--- config.mk ---
export PLATFORM = sky130hd
export DESIGN_NAME = alu_scheduler
export DESIGN_NICKNAME = d
export VERILOG_FILES = /design/src/rtl/alu_scheduler_pkg.sv /design/src/rtl/alu_scheduler_mul_seq.sv /design/src/rtl/alu_scheduler.sv
export SDC_FILE = /design/constraint.sdc
export NUM_CORES = 1
export LEC_CHECK = 0
export ABC_AREA = 1
export ABC_CLOCK_PERIOD_IN_PS = 1810
export BUFFER_PORTS_ARGS = -buffer_cell sky130_fd_sc_hd__buf_2
export CORE_ASPECT_RATIO = 2
export CORE_MARGIN = 10
export CORE_UTILIZATION = 53
export DETAILED_ROUTE_END_ITERATION = 8
export MAX_ROUTING_LAYER = met4
export PLACE_DENSITY_LB_ADDON = 0.15
export SETUP_SLACK_MARGIN = 0.3
export SYNTH_ARGS = -nofsm -noshare
export SYNTH_HDL_FRONTEND = slang
export SYNTH_SLANG_ARGS = --single-unit
--- constraint.sdc ---
create_clock -name i_clk -period 1.81 [get_ports i_clk]
set_clock_uncertainty 0.05 [all_clocks]
set_input_delay 0.181 -clock i_clk [delete_from_list [all_inputs] [get_ports i_clk]]
set_output_delay 0.181 -clock i_clk [all_outputs]
set_load 0.01 [all_outputs]
--- src/rtl/alu_scheduler_pkg.sv ---
// Shared definitions for the ALU scheduler: ALU op codes, FSM state and owner encodings.
package alu_scheduler_pkg;

  localparam logic [4:0] ALU_OP_ADD = 5'd0;
  localparam logic [4:0] ALU_OP_SUB = 5'd1;
  localparam logic [4:0] ALU_OP_AND = 5'd2;
  localparam logic [4:0] ALU_OP_OR  = 5'd3;
  localparam logic [4:0] ALU_OP_XOR = 5'd4;
  localparam logic [4:0] ALU_OP_SLL = 5'd5;
  localparam logic [4:0] ALU_OP_SRL = 5'd6;
  localparam logic [4:0] ALU_OP_MUL = 5'd7;

  typedef enum logic [1:0] {
    ST_IDLE = 2'd0,
    ST_OP   = 2'd1,
    ST_MUL  = 2'd2,
    ST_RESP = 2'd3
  } sched_state_e;

  typedef enum logic {
    OWN_PC   = 1'b0,
    OWN_EXEC = 1'b1
  } owner_e;

  function automatic logic is_mul_op(input logic [4:0] op);
    return op == ALU_OP_MUL;
  endfunction

endpackage

--- src/rtl/alu_scheduler_mul_seq.sv ---
// Shift-add multiply sequencer: one ALU add per step, DATA_WIDTH steps, low half of product.
module alu_scheduler_mul_seq #(
  parameter int DATA_WIDTH = 32
) (
  input  logic                  i_clk,
  input  logic                  i_rst,
  input  logic                  i_start,
  input  logic                  i_step,
  input  logic [DATA_WIDTH-1:0] i_a,
  input  logic [DATA_WIDTH-1:0] i_b,
  input  logic [DATA_WIDTH-1:0] i_alu_out,
  output logic [DATA_WIDTH-1:0] o_alu_in0,
  output logic [DATA_WIDTH-1:0] o_alu_in1,
  output logic                  o_last
);

  localparam int CW = (DATA_WIDTH > 1) ? $clog2(DATA_WIDTH) : 1;

  logic [DATA_WIDTH-1:0] r_acc;
  logic [DATA_WIDTH-1:0] r_mcand;
  logic [DATA_WIDTH-1:0] r_mplier;
  logic [CW-1:0]         r_count;

  always_ff @(posedge i_clk) begin
    if (i_rst) begin
      r_acc    <= '0;
      r_mcand  <= '0;
      r_mplier <= '0;
      r_count  <= '0;
    end else if (i_start) begin
      r_acc    <= '0;
      r_mcand  <= i_a;
      r_mplier <= i_b;
      r_count  <= '0;
    end else if (i_step) begin
      r_acc    <= i_alu_out;
      r_mcand  <= r_mcand << 1;
      r_mplier <= r_mplier >> 1;
      r_count  <= r_count + CW'(1);
    end
  end

  // Partial product is selected here so the ALU only ever sees an add.
  assign o_alu_in0 = r_acc;
  assign o_alu_in1 = r_mplier[0] ? r_mcand : '0;
  assign o_last    = (r_count == CW'(DATA_WIDTH - 1));

endmodule

--- src/rtl/alu_scheduler.sv ---
// Arbiter and sequencer for the shared ALU: round-robin between PC-update and execute,
// single-cycle ops via OP, multiply via repeated adds in MUL, held response in RESP.
module alu_scheduler
  import alu_scheduler_pkg::*;
#(
  parameter int          DATA_WIDTH = 32,
  parameter int unsigned PC_INCR    = 1
) (
  input  logic                  i_clk,
  input  logic                  i_rst,
  input  logic                  i_pc_req_valid,
  output logic                  o_pc_req_ready,
  input  logic [DATA_WIDTH-1:0] i_pc_value,
  output logic                  o_pc_resp_valid,
  input  logic                  i_pc_resp_ready,
  input  logic                  i_exec_req_valid,
  output logic                  o_exec_req_ready,
  input  logic [4:0]            i_exec_op,
  input  logic [DATA_WIDTH-1:0] i_exec_a,
  input  logic [DATA_WIDTH-1:0] i_exec_b,
  output logic                  o_exec_resp_valid,
  input  logic                  i_exec_resp_ready,
  output logic [DATA_WIDTH-1:0] o_resp_data,
  output logic                  o_busy,
  output logic [DATA_WIDTH-1:0] o_alu_in0,
  output logic [DATA_WIDTH-1:0] o_alu_in1,
  output logic [4:0]            o_alu_op_select,
  input  logic [DATA_WIDTH-1:0] i_alu_out
);

  sched_state_e          r_state;
  owner_e                r_owner;
  logic [DATA_WIDTH-1:0] r_a;
  logic [DATA_WIDTH-1:0] r_b;
  logic [4:0]            r_op;
  logic                  r_prefer_pc;
  logic [DATA_WIDTH-1:0] r_resp_data;
  logic                  r_pc_resp_valid;
  logic                  r_exec_resp_valid;
  logic                  r_busy;

  logic                  w_idle;
  logic                  w_grant_pc;
  logic                  w_grant_exec;
  logic                  w_exec_is_mul;
  logic                  w_owner_ready;
  logic [DATA_WIDTH-1:0] w_mul_in0;
  logic [DATA_WIDTH-1:0] w_mul_in1;
  logic                  w_mul_last;

  // Reset masks the grant so no ready can escape while rst is held.
  assign w_idle        = (r_state == ST_IDLE) && !i_rst;
  assign w_grant_pc    = w_idle && i_pc_req_valid && (!i_exec_req_valid || r_prefer_pc);
  assign w_grant_exec  = w_idle && i_exec_req_valid && (!i_pc_req_valid || !r_prefer_pc);
  assign w_exec_is_mul = is_mul_op(i_exec_op);
  assign w_owner_ready = (r_owner == OWN_PC) ? i_pc_resp_ready : i_exec_resp_ready;

  alu_scheduler_mul_seq #(
    .DATA_WIDTH (DATA_WIDTH)
  ) u_mul_seq (
    .i_clk     (i_clk),
    .i_rst     (i_rst),
    .i_start   (w_grant_exec && w_exec_is_mul),
    .i_step    (r_state == ST_MUL),
    .i_a       (i_exec_a),
    .i_b       (i_exec_b),
    .i_alu_out (i_alu_out),
    .o_alu_in0 (w_mul_in0),
    .o_alu_in1 (w_mul_in1),
    .o_last    (w_mul_last)
  );

  always_ff @(posedge i_clk) begin
    if (i_rst) begin
      r_state           <= ST_IDLE;
      r_owner           <= OWN_PC;
      r_a               <= '0;
      r_b               <= '0;
      r_op              <= ALU_OP_ADD;
      r_prefer_pc       <= 1'b1;
      r_resp_data       <= '0;
      r_pc_resp_valid   <= 1'b0;
      r_exec_resp_valid <= 1'b0;
      r_busy            <= 1'b0;
    end else begin
      case (r_state)
        ST_IDLE: begin
          if (w_grant_pc) begin
            r_owner     <= OWN_PC;
            r_a         <= i_pc_value;
            r_b         <= DATA_WIDTH'(PC_INCR);
            r_op        <= ALU_OP_ADD;
            r_prefer_pc <= 1'b0;
            r_busy      <= 1'b1;
            r_state     <= ST_OP;
          end else if (w_grant_exec) begin
            r_owner     <= OWN_EXEC;
            r_a         <= i_exec_a;
            r_b         <= i_exec_b;
            r_op        <= i_exec_op;
            r_prefer_pc <= 1'b1;
            r_busy      <= 1'b1;
            r_state     <= w_exec_is_mul ? ST_MUL : ST_OP;
          end
        end
        ST_OP: begin
          r_resp_data <= i_alu_out;
          if (r_owner == OWN_PC) r_pc_resp_valid <= 1'b1;
          else                   r_exec_resp_valid <= 1'b1;
          r_state     <= ST_RESP;
        end
        ST_MUL: begin
          if (w_mul_last) begin
            r_resp_data       <= i_alu_out;
            r_exec_resp_valid <= 1'b1;
            r_state           <= ST_RESP;
          end
        end
        ST_RESP: begin
          if (w_owner_ready) begin
            r_pc_resp_valid   <= 1'b0;
            r_exec_resp_valid <= 1'b0;
            r_busy            <= 1'b0;
            r_state           <= ST_IDLE;
          end
        end
        default: r_state <= ST_IDLE;
      endcase
    end
  end

  // ALU inputs depend only on registered state, never on the request ports.
  always_comb begin
    o_alu_in0       = '0;
    o_alu_in1       = '0;
    o_alu_op_select = ALU_OP_ADD;
    case (r_state)
      ST_OP: begin
        o_alu_in0       = r_a;
        o_alu_in1       = r_b;
        o_alu_op_select = r_op;
      end
      ST_MUL: begin
        o_alu_in0       = w_mul_in0;
        o_alu_in1       = w_mul_in1;
        o_alu_op_select = ALU_OP_ADD;
      end
      default: ;
    endcase
  end

  assign o_pc_req_ready    = w_grant_pc;
  assign o_exec_req_ready  = w_grant_exec;
  assign o_pc_resp_valid   = r_pc_resp_valid;
  assign o_exec_resp_valid = r_exec_resp_valid;
  assign o_resp_data       = r_resp_data;
  assign o_busy            = r_busy;

endmodule

---- After elaboration in Yosys (flattened, before gate mapping) ----
Cells that the tools add are included.
storage, ports and cells
  bits in registers ....................... 209
  output and inout bits ................... 106
  word-level logic and storage cells ...... 84
operators by class
  add/subtract/negate cells ............... 1
  equality and inequality tests ........... 10
  muxes and demuxes ....................... 33
  reduce and logical (&&, ||, !) cells .... 26
operator list
  cell                                                              number
  32-bit two-way mux                                                10
  32-bit one-hot mux with 2 select lines                            3
  5-bit two-way mux                                                 3
  2-bit two-way mux                                                 5
  2-bit nonzero test                                                5
  3-bit AND reduction                                               3
  1-bit two-way mux                                                 8
  2-bit inequality test (second input constant)                     4
  2-bit one-hot mux with 4 select lines                             1
  1-bit logical AND                                                 6
  5-bit by 1-bit adder with 5-bit output (second input constant)    1
  5-bit by 3-bit == test with 1-bit output (second input constant)  1
  5-bit == test (second input constant)                             1
  2-bit == test (second input constant)                             2
  1-bit zero test                                                   4
  1-bit one-hot mux with 2 select lines                             2
  2-bit AND reduction                                               2
  4-bit AND reduction                                               1
  3-bit inequality test (second input constant)                     1
  1-bit one-hot mux with 3 select lines                             1
  3-bit nonzero test                                                1
  2-bit by 1-bit == test with 1-bit output (second input constant)  1
  2-bit zero test                                                   1
  1-bit logical OR                                                  2
  2-bit OR reduction                                                1

---- Logic depth before layout (Yosys ltp) ----
Gate-level depths: netlist of the first run.
  depth in word-level cells ............... 7
  gate-level depth with buffers ........... 10
  gate-level depth less buffers ........... 10

---- By module ----
Synthesis of the first run repeated with hierarchy kept, for this count alone.
unflattened totals
  cells, all modules ...................... 1525
  area total of the unflattened synthesis .. 9948.3 µm²
modules (own cells, without submodules)
  module                 instances  cells an instance  area an instance (µm²)  sequential area each (µm²)
  alu_scheduler          1          809                5245.0                  2162.1
  alu_scheduler_mul_seq  1          716                4703.3                  2021.9

---- Worst setup path before layout of the first run ----
OpenSTA, ideal clock, no wires.
  kind .................................... reg2out
  start point ............................. register r_state[0]
  end point ............................... output port o_alu_in0[10]
  arrival ................................. 1.522 ns
  data required time ...................... 1.579 ns
  setup slack ............................. 0.057 ns
  stages on the path, launching flop included .. 8
  cells stage by stage .................... dfxtp_1 > inv_1 > ha_1 > buf_2 > buf_2 > clkbuf_1 > nand2_1 > a21oi_1
on the way
  word-level cells in the longest chain between the ends .. 2
  elaborated cells between the ends (all ways) .. 3
  those cells by class .................... eq/ne: 2; mux: 1
RTL lines
  element                                                                           RTL line              text
  from (decl)                                                                       alu_scheduler.sv:31   sched_state_e r_state;
  from (signal assigned)                                                            alu_scheduler.sv:103  r_state <= w_exec_is_mul ? ST_MUL : ST_OP;
  2-bit == test / 2-bit by 1-bit == test with 1-bit output (equally long branches)  alu_scheduler.sv:137  case (r_state)
  32-bit one-hot mux with 2 select lines *                                          alu_scheduler.sv:137
  to (decl)                                                                         alu_scheduler.sv:25   output logic [DATA_WIDTH-1:0] o_alu_in0,
Mark *: on every way between the ends. The rest lies on a longest branch, timed or not.

---- Worst setup path after layout of the first run ----
  start point ............................. register r_state[1]
  end point ............................... output port o_alu_in0[25]
The elaborated chain is that of the path after synthesis.

==> impl_metrics.json, run 1 <==
{
  "dpl.hpwl_mm": 23.5,
  "max-cap-violations": 0,
  "start_kind": "flop",
  "vias": 11800,
  "syn_nets": 1543,
  "setup_tns_ns": -18.83,
  "hold_violations": 0,
  "cellPowerDensity_nw_per_um2": 1330,
  "io_buffers": 244,
  "holdCritStartpoint": "i_pc_value[16]",
  "p_leak_uw": 0.00623,
  "via_per_inst": 5.90,
  "core_sq_um": 17700,
  "dpl_worst_slack_ns": 0.0157,
  "final.period_utilization_pct": 116,
  "row_count": 69,
  "overflow": 0,
  "clock-sinks": 209,
  "fin_util_pct": 82.8,
  "fmax_ghz": 0.477,
  "die_h_microns": 209,
  "switchingPower_uw": 7680,
  "syn_area_sq_um": 9450,
  "ys_warn_count": 0,
  "required_ns": 1.58,
  "antenna_found_initial": 3,
  "crit_type": "reg -> out",
  "internal_power_uw": 11800,
  "yosysTopAreaCellShare_pct": 44.3,
  "rr_startpoint": "r_state[1]",
  "cp-end-kind": "output port",
  "crit_fanout": 8,
  "place.gp.congestion": 0.982,
  "violations": "negative setup slack",
  "finalSetupViolations": 135,
  "nets": 1919,
  "grt_pass1_vias": 11400,
  "netlist_instances": 1397,
  "fillers": 1085,
  "drc": 0,
  "dr.pass1.iters": 6,
  "h-tree-depth": 1,
  "cts_tree": "done",
  "hold_class": "in -> reg",
  "seq_area_sq_um": 4190,
  "combPwrFrac_pct": 48.6,
  "seqPwrFrac_pct": 29.5,
  "startpoint": "r_state[1]",
  "clockRootBuffer": "clkbuf_16",
  "p_sw_share_pct": 39.3,
  "setup_slack_ns": -0.286,
  "netlist.top_cell.by_area": "dfxtp_1",
  "ant_nets": 0,
  "fp.dieW_microns": 114,
  "multi_input_area_sq_um": 5270,
  "async_reset_ff_share_pct": 0,
  "wl_per_cell_microns": 21.2,
  "rsz0062_at_grt": "true",
  "grt_pass1_wl_mm": 60.1,
  "vdd_drop_max_v": 0.00124,
  "arrival_ns": 1.86,
  "netlist_top_cells_count": "nand2_1 (391), dfxtp_1 (209), a21oi_1 (206), nor2_1 (171), o21ai_0 (101)",
  "floorplan.initialDensity_pct": 53.4,
  "synth_cell_types": 30,
  "status": "finished, violations left",
  "grt_usage_pct": 31.6,
  "fin_hold_ws_ns": 0.00956,
  "synthFlopType": "dfxtp_1",
  "area_growth_pct": 55.0,
  "finalMaxSlewViolations": 0,
  "cts_made_buffers": 20,
  "drive_gt1_share_pct": 29.4,
  "ys_seq_area_share_pct": 44.3,
  "ys_seq_elements": 209,
  "period_minus_slack_ns": 2.10,
  "synthTopCellsByArea": "dfxtp_1 (44%), nand2_1 (16%), a21oi_1 (11%)",
  "path_clk_slew_ns": 0.07,
  "syn_area_per_cell_sq_um": 6.77,
  "pwr-share-clk_pct": 21.9,
  "clk_path_buf_depth": 3,
  "die-area_sq_um": 23900,
  "drt_iter0_drc": 1049,
  "wirelength_mm": 42.4,
  "synth.most_common_cell": "nand2_1",
  "synth_edf_count": 0,
  "slew-limit-headroom_pct": 58.6,
  "p_total_uw": 19500,
  "grt_max_degree": 107,
  "worst-slew-pin-transition_ns": 0.621,
  "clkLatencyLatePin_ns": 0.50,
  "io-pin-count": 245
}
[cell usage in the layout (no fill, tap or decap), types with 13 or more instances in the layout]
master         Yosys  layout
nand2_1          391     383
o21ai_1           20      43
buf_4              4      39
nor2_1           171     166
nor3_1            14      13
a21oi_2            0      57
o21ai_0          101      50
buf_6              4      14
o21ai_2            0      25
buf_12             0      16
dfxtp_1          209     207
clkbuf_16          0      33
nand3_2            1      25
nand3_1           89      59
a21oi_1          206     145
inv_1             52      49
dlygate4sd3_1      0     123
buf_16             0      14
buf_2             28     238
[metal layers]
| layer | global-route usage, % | vias up | part of all wire [%] |
|---|---|---|---|
| met4 | 18.5 | 0 | 8.4 |
| li1 | - | 5299 | - |
| met3 | 5.74 | 237 | 8.1 |
| met1 | 32.1 | 5483 | 32 |
| met2 | 54.6 | 783 | 51 |
| met5 | - | - | 0 |
[final timing paths]
path	to	slack [ns]	cells past startpoint
setup / recovery	o_alu_in0[25]	-0.29	6
hold / removal	r_a[16]	0.01	5
setup reg to reg	o_resp_data[22]	-0.13	12
hold reg to reg	u_mul_seq.o_alu_in0[25]	0.41	2
[power groups by stage]
stage	registers (uW)	clock network, uW	logic (uW)
finish	5760	4270	9490
global route	5810	4460	9890
CTS	5650	4260	7790
detailed placement	5700	0	5620
global placement	5690	0	5550
floorplan	5780	0	3570
[cell type report]
cell class | count | area share [%]
sequential | 209 | 28.6
multi-input combinational | 1022 | 36.0
clock inverter | 6 | 0.453
clock buffer | 28 | 3.97
timing repair buffer | 462 | 27.2
inverter | 58 | 1.91
tap | 213 | 1.82
antenna | 4 | 0.0683
[logic make-up (layout without fill, tap and decap cells)]
family          Yosys count  count (layout)  synth area share, %
compound gates          339             339                 18.4
xor+xnor                  2               2                0.185
fa+ha+maj                 7               7                0.927
buf+inv                 166             554                 7.47
flops                   209             209                 44.3
other cells               0               4                    0
simple gates            674             674                 28.7
[flip-flops by register name (all words and copies together), names as in the netlist]
name / count
o_busy: 1
o_exec_resp_valid: 1
o_pc_resp_valid: 1
o_resp_data: 32
r_a: 32
r_b: 32
r_op: 5
r_owner: 1
r_prefer_pc: 1
r_state: 2
u_mul_seq.o_alu_in0: 32
u_mul_seq.r_count: 5
u_mul_seq.r_mcand: 32
u_mul_seq.r_mplier: 32
[metrics by stage]
stage	cell area [sq um]	std cells
2_1_floorplan	9770	1397
3_3_place_gp	11200	1789
3_5_place_dp	11200	1789
4_1_cts	13900	1978
5_1_grt	14600	2001
6_report	14600	2002
[worst max-delay path: stages, from the launching register on]
cell       delay [ns]
dfxtp_2          0.36
inv_2            0.08
ha_4             0.31
clkinv_8         0.11
clkbuf_16        0.20
a21oi_2          0.12
buf_2            0.16
[repair_timing]
action                                  4_1_cts  5_1_grt
cloned                                       10       13
gates resized for setup                     103      119
endpoints found under the setup margin      278      279
hold buffers                                123        0
pin swaps                                    59       31
hold endpoints to repair                    184        0
buffers inserted                             22        7
(Power assumes the default switching activity.)
==> inputs of run 2 (changes only) <==
CELL_PAD_IN_SITES_DETAIL_PLACEMENT = 0   (was unset)
CELL_PAD_IN_SITES_GLOBAL_PLACEMENT = 2   (was unset)
CORE_UTILIZATION = 28   (was 53)
==> impl_metrics.json, run 2 (synthesized netlist as in run 1, its figures left out) <==
{
  "cp-end-kind": "output port",
  "ant_nets": 0,
  "fin_hold_ws_ns": 0.0286,
  "arrival_ns": 1.98,
  "final.period_utilization_pct": 122,
  "drive_gt1_share_pct": 50.7,
  "grt_pass1_wl_mm": 72.7,
  "hold_class": "in -> reg",
  "status": "finished, violations left",
  "final_common_cell": "nand2_1",
  "overflow": 0,
  "grt_use_met2_pct": 43.9,
  "wirelength_mm": 53.6,
  "setup_slack_ns": -0.397,
  "cts_made_buffers": 22,
  "finalMaxSlewViolations": 0,
  "row_count": 95,
  "clk_path_buf_depth": 3,
  "area_growth_pct": 104,
  "core_sq_um": 33500,
  "start_kind": "flop",
  "worst-slew-pin-transition_ns": 0.788,
  "clockRootBuffer": "clkbuf_16",
  "fp.dieW_microns": 150,
  "crit_type": "reg -> out",
  "floorplan.initialDensity_pct": 28.2,
  "path_clk_slew_ns": 0.07,
  "dpl.hpwl_mm": 28.5,
  "vias": 11700,
  "place.gp.congestion": 0.836,
  "io-pin-count": 245,
  "place_area_sq_um": 11600,
  "io_buffers": 244,
  "cts_tree": "done",
  "slew-limit-headroom_pct": 47.5,
  "clock-sinks": 209,
  "grt_usage_pct": 23.1,
  "dpl_worst_slack_ns": 0.0437,
  "period_minus_slack_ns": 2.21,
  "dr.pass1.iters": 4,
  "via_per_inst": 4.96,
  "reg2reg_setup_slack_ns": -0.27,
  "hold_violations": 0,
  "layout_common_cells": "nand2_1 (244), buf_2 (222), dfxtp_1 (207)",
  "grt_pass1_vias": 11900,
  "crit_fanout": 6,
  "nets": 2048,
  "finalSetupViolations": 270,
  "required_ns": 1.58,
  "cellPowerDensity_nw_per_um2": 1230,
  "p_leak_uw": 0.00819,
  "clkLatencyLatePin_ns": 0.53,
  "vdd_drop_max_v": 0.000827,
  "grt_util_met1_pct": 22.9,
  "busiest_layer": "met2",
  "fmax_ghz": 0.453,
  "p_total_uw": 23700,
  "drt_iter0_drc": 441,
  "violations": "negative setup slack",
  "wl_per_cell_microns": 22.8,
  "antenna_found_initial": 3,
  "drc": 0,
  "h-tree-depth": 1,
  "die_h_microns": 280,
  "fin_area_sq_um": 19300,
  "max-cap-violations": 0,
  "grt_use_met3_pct": 3.25,
  "die-area_sq_um": 42000,
  "grt_max_degree": 107,
  "setup_tns_ns": -49.40,
  "rsz0062_at_grt": "true"
}
[run 2: final timing paths]
path | startpoint | to | cells past startpoint
setup / recovery | r_state[0] | o_alu_in1[11] | 8
setup reg to reg | r_state[0] | u_mul_seq.r_mplier[18] | 14
hold reg to reg | u_mul_seq.o_alu_in0[5] | u_mul_seq.o_alu_in0[5] | 2
hold / removal | i_pc_value[4] | r_a[4] | 5
[run 2: per-layer routing]
layer,up-vias,part of all wire [%]
met5,-,0
met4,0,6.1
met3,141,4.1
met2,336,56
met1,5614,34
li1,5597,-
[run 2: critical path, cell delays in order (launching register included)]
cell and delay (ns):
dfxtp_2 0.34, buf_4 0.11, buf_6 0.10, ha_4 0.23, buf_12 0.14, clkbuf_16 0.14, nand2_1 0.06, a21oi_2 0.16
buf_2 0.15
[run 2: cell type report]
class,count,area [sq um]
Antenna cell,1,2.50
Clock buffer,32,639
Clock inverter,8,42.5
Fill cell,3055,14200
Inverter,58,304
Multi-Input combinational cell,1022,7070
Sequential cell,209,4190
Tap cell,436,546
Timing Repair Buffer,581,6380
Timing Repair inverter,8,146
[run 2: power by group]
part / switching (uW) / internal, uW
clock network: 2030 / 2460
registers: 444 / 5280
logic: 7060 / 6390
total: 9540 / 14100
[run 2: per-stage QoR]
| step | cells | util [%] |
|---|---|---|
| after floorplan | 1397 | - |
| after global placement | 2014 | 34.5 |
| after detailed placement | 2014 | 34.5 |
| after CTS | 2298 | 50.1 |
| after global routing | 2355 | 57.6 |
| final | 2355 | 57.6 |
[run 2: repair_timing]
| item | in CTS | in global routing |
|---|---|---|
| endpoints found under the hold margin | 195 | 0 |
| gates resized for setup | 364 | 477 |
| gates cloned | 50 | 21 |
| hold buffers | 131 | 0 |
| pin swaps | 83 | 158 |
| buffers inserted | 63 | 35 |
| endpoints found under the setup margin | 277 | 280 |
==> inputs of run 3 (changes only) <==
CORE_ASPECT_RATIO = unset   (was 2)
==> impl_metrics.json, run 3 (synthesized netlist as in run 1, its figures left out) <==
{
  "grt_pass1_vias": 10700,
  "required_ns": 1.58,
  "grt_max_degree": 107,
  "crit_type": "reg -> out",
  "reg2reg_setup_slack_ns": -0.22,
  "arrival_ns": 1.94,
  "max-cap-violations": 0,
  "layout_common_cells": "nand2_1 (294), buf_2 (220), dfxtp_1 (207)",
  "drc": 0,
  "cts_tree": "done",
  "core_sq_um": 33400,
  "nets": 2038,
  "worst-slew-pin-transition_ns": 0.743,
  "cp-end-kind": "output port",
  "hold_violations": 0,
  "cpPeakStageDelay_ns": 0.39,
  "clkLatencyLatePin_ns": 0.54,
  "ant_nets": 0,
  "multi_input_area_sq_um": 6920,
  "overflow": 0,
  "finalMaxSlewViolations": 0,
  "p_leak_uw": 0.00787,
  "violations": "negative setup slack",
  "vdd_drop_max_v": 0.00115,
  "antenna_found_initial": 3,
  "finalSetupViolations": 257,
  "reg2reg_depth": 14,
  "via_per_inst": 4.84,
  "area_growth_pct": 100,
  "dpl.cell_count": 2026,
  "drt_iter0_drc": 421,
  "fin_hold_ws_ns": 0.0397,
  "h-tree-depth": 1,
  "pwr-share-clk_pct": 22.9,
  "io-pin-count": 245,
  "setup_slack_ns": -0.361,
  "die_h_microns": 204,
  "route.met2.wl_mm": 24.6,
  "fp.dieW_microns": 204,
  "fin_area_sq_um": 18900,
  "start_kind": "flop",
  "crit_family": "buffers and inverters",
  "cts_made_buffers": 27,
  "wirelength_mm": 49.9,
  "status": "finished, violations left",
  "wl_per_cell_microns": 21.1,
  "p_sw_share_pct": 38.4,
  "clockRootBuffer": "clkbuf_16",
  "crit_fanout": 9,
  "drive_gt1_share_pct": 49.0,
  "fmax_ghz": 0.461,
  "hold_class": "in -> reg",
  "dr.max_layer_used": "met4",
  "seqPwrFrac_pct": 22.7,
  "switchingPower_uw": 9800,
  "dpl.hpwl_mm": 25.9,
  "fin_util_pct": 56.6,
  "clock-sinks": 209,
  "cpMaxStageDelayCell": "dfxtp_4",
  "floorplan.initialDensity_pct": 28.3,
  "dr.pass1.iters": 5,
  "slew-limit-headroom_pct": 50.5,
  "dpl_worst_slack_ns": -0.000868,
  "rsz0062_at_grt": "true",
  "final_common_cell": "nand2_1",
  "internal_power_uw": 15700,
  "fin_cells": 2364,
  "vias": 11400,
  "startpoint": "r_state[0]",
  "path_cells": "inv_6, ha_4, clkinv_8, clkbuf_16, a21oi_4, buf_6",
  "place.gp.congestion": 0.773,
  "io_buffers": 244,
  "final.period_utilization_pct": 120,
  "crit_buf_inv": 4,
  "path_clk_slew_ns": 0.06,
  "row_count": 67,
  "clk_path_buf_depth": 3,
  "dr_wl_met3_mm": 2.41,
  "place_area_sq_um": 11600,
  "seq_area_sq_um": 4190,
  "grt_usage_pct": 20.5,
  "cellPowerDensity_nw_per_um2": 1350,
  "combPwrFrac_pct": 54.4,
  "r2r-end": "o_resp_data[18]",
  "rr_startpoint": "r_state[1]",
  "cp-endpoint": "o_alu_in1[14]",
  "fillers": 2994,
  "die-area_sq_um": 41500,
  "worst-path-stages": 6,
  "period_minus_slack_ns": 2.17,
  "met1_length_mm": 21.9,
  "grt_pass1_wl_mm": 65.5
}
run 3: cell types whose count changed in the layout (fill, tap and decap cells not counted), sizes merged, moves of 3 or more:
cell / change
buf: -26
clkbuf: +23
bufinv: +4
clkinv: -4
inv: -3
run 3: cell type report:
type	count	area share [%]
clock inverters	11	0.839
well taps	448	2.96
multi-input cells	1024	36.5
diodes	3	0.0396
clock buffers	39	4.28
repair inverters	1	0.0463
flip-flops and latches	209	22.1
inverters	58	1.53
repair buffers	571	31.6
run 3: power groups by stage:
stage                     combinational, uW  sequential, uW  clock [uW]
final                                 13900            5800        5850
after global routing                  14500            5870        6150
after CTS                              9820            5670        5960
after detailed placement               6120            5690           0
after global placement                 6110            5690           0
after floorplan                        3570            5780           0
run 3: per-layer routing:
metal,vias up,global-route usage [%]
li1,5598,-
met1,5485,26.1
met2,295,32.9
met3,59,4.27
met4,0,4.26
met5,-,-
run 3: worst min-delay path by stage:
| stage | start | endpoint | slack (ns) | depth (start not counted) |
|---|---|---|---|---|
| 6_report | i_exec_a[30] | u_mul_seq.r_mcand[30] | 0.04 | 5 |
| 5_1_grt | i_exec_a[30] | u_mul_seq.r_mcand[30] | 0.05 | 5 |
| 4_1_cts | i_exec_a[30] | u_mul_seq.r_mcand[30] | 0.01 | 5 |
| 3_5_place_dp | i_exec_a[28] | u_mul_seq.r_mcand[28] | 0.38 | 3 |
| 3_3_place_gp | i_alu_out[25] | o_resp_data[25] | 0.38 | 3 |
| 2_1_floorplan | i_alu_out[0] | o_resp_data[0] | 0.27 | 2 |
run 3: metrics by stage:
stage,TNS (ns),total power [uW]
2_1_floorplan,0,9350
3_3_place_gp,0,11800
3_5_place_dp,-0.000868,11800
4_1_cts,-20.68,21400
5_1_grt,-51.66,26500
6_report,-36.61,25500
run 3: worst reg2reg max path: stages, from the launching register on:
cell	delay (ns)
dfxtp_4	0.35
buf_6	0.12
ha_4	0.17
buf_12	0.13
buf_4	0.13
buf_8	0.11
buf_6	0.12
clkinv_8	0.07
nand2_8	0.05
nand2_8	0.11
clkinv_8	0.10
buf_12	0.14
buf_12	0.14
nor2_2	0.09
nor2_1	0.05
run 3: what timing repair did:
| action | 4_1_cts | 5_1_grt |
|---|---|---|
| pin swaps | 35 | 147 |
| hold buffers | 133 | 0 |
| setup endpoints to repair | 280 | 278 |
| endpoints found under the hold margin | 198 | 0 |
| gates cloned | 22 | 43 |
| gates resized for setup | 188 | 547 |
| setup buffers | 43 | 44 |
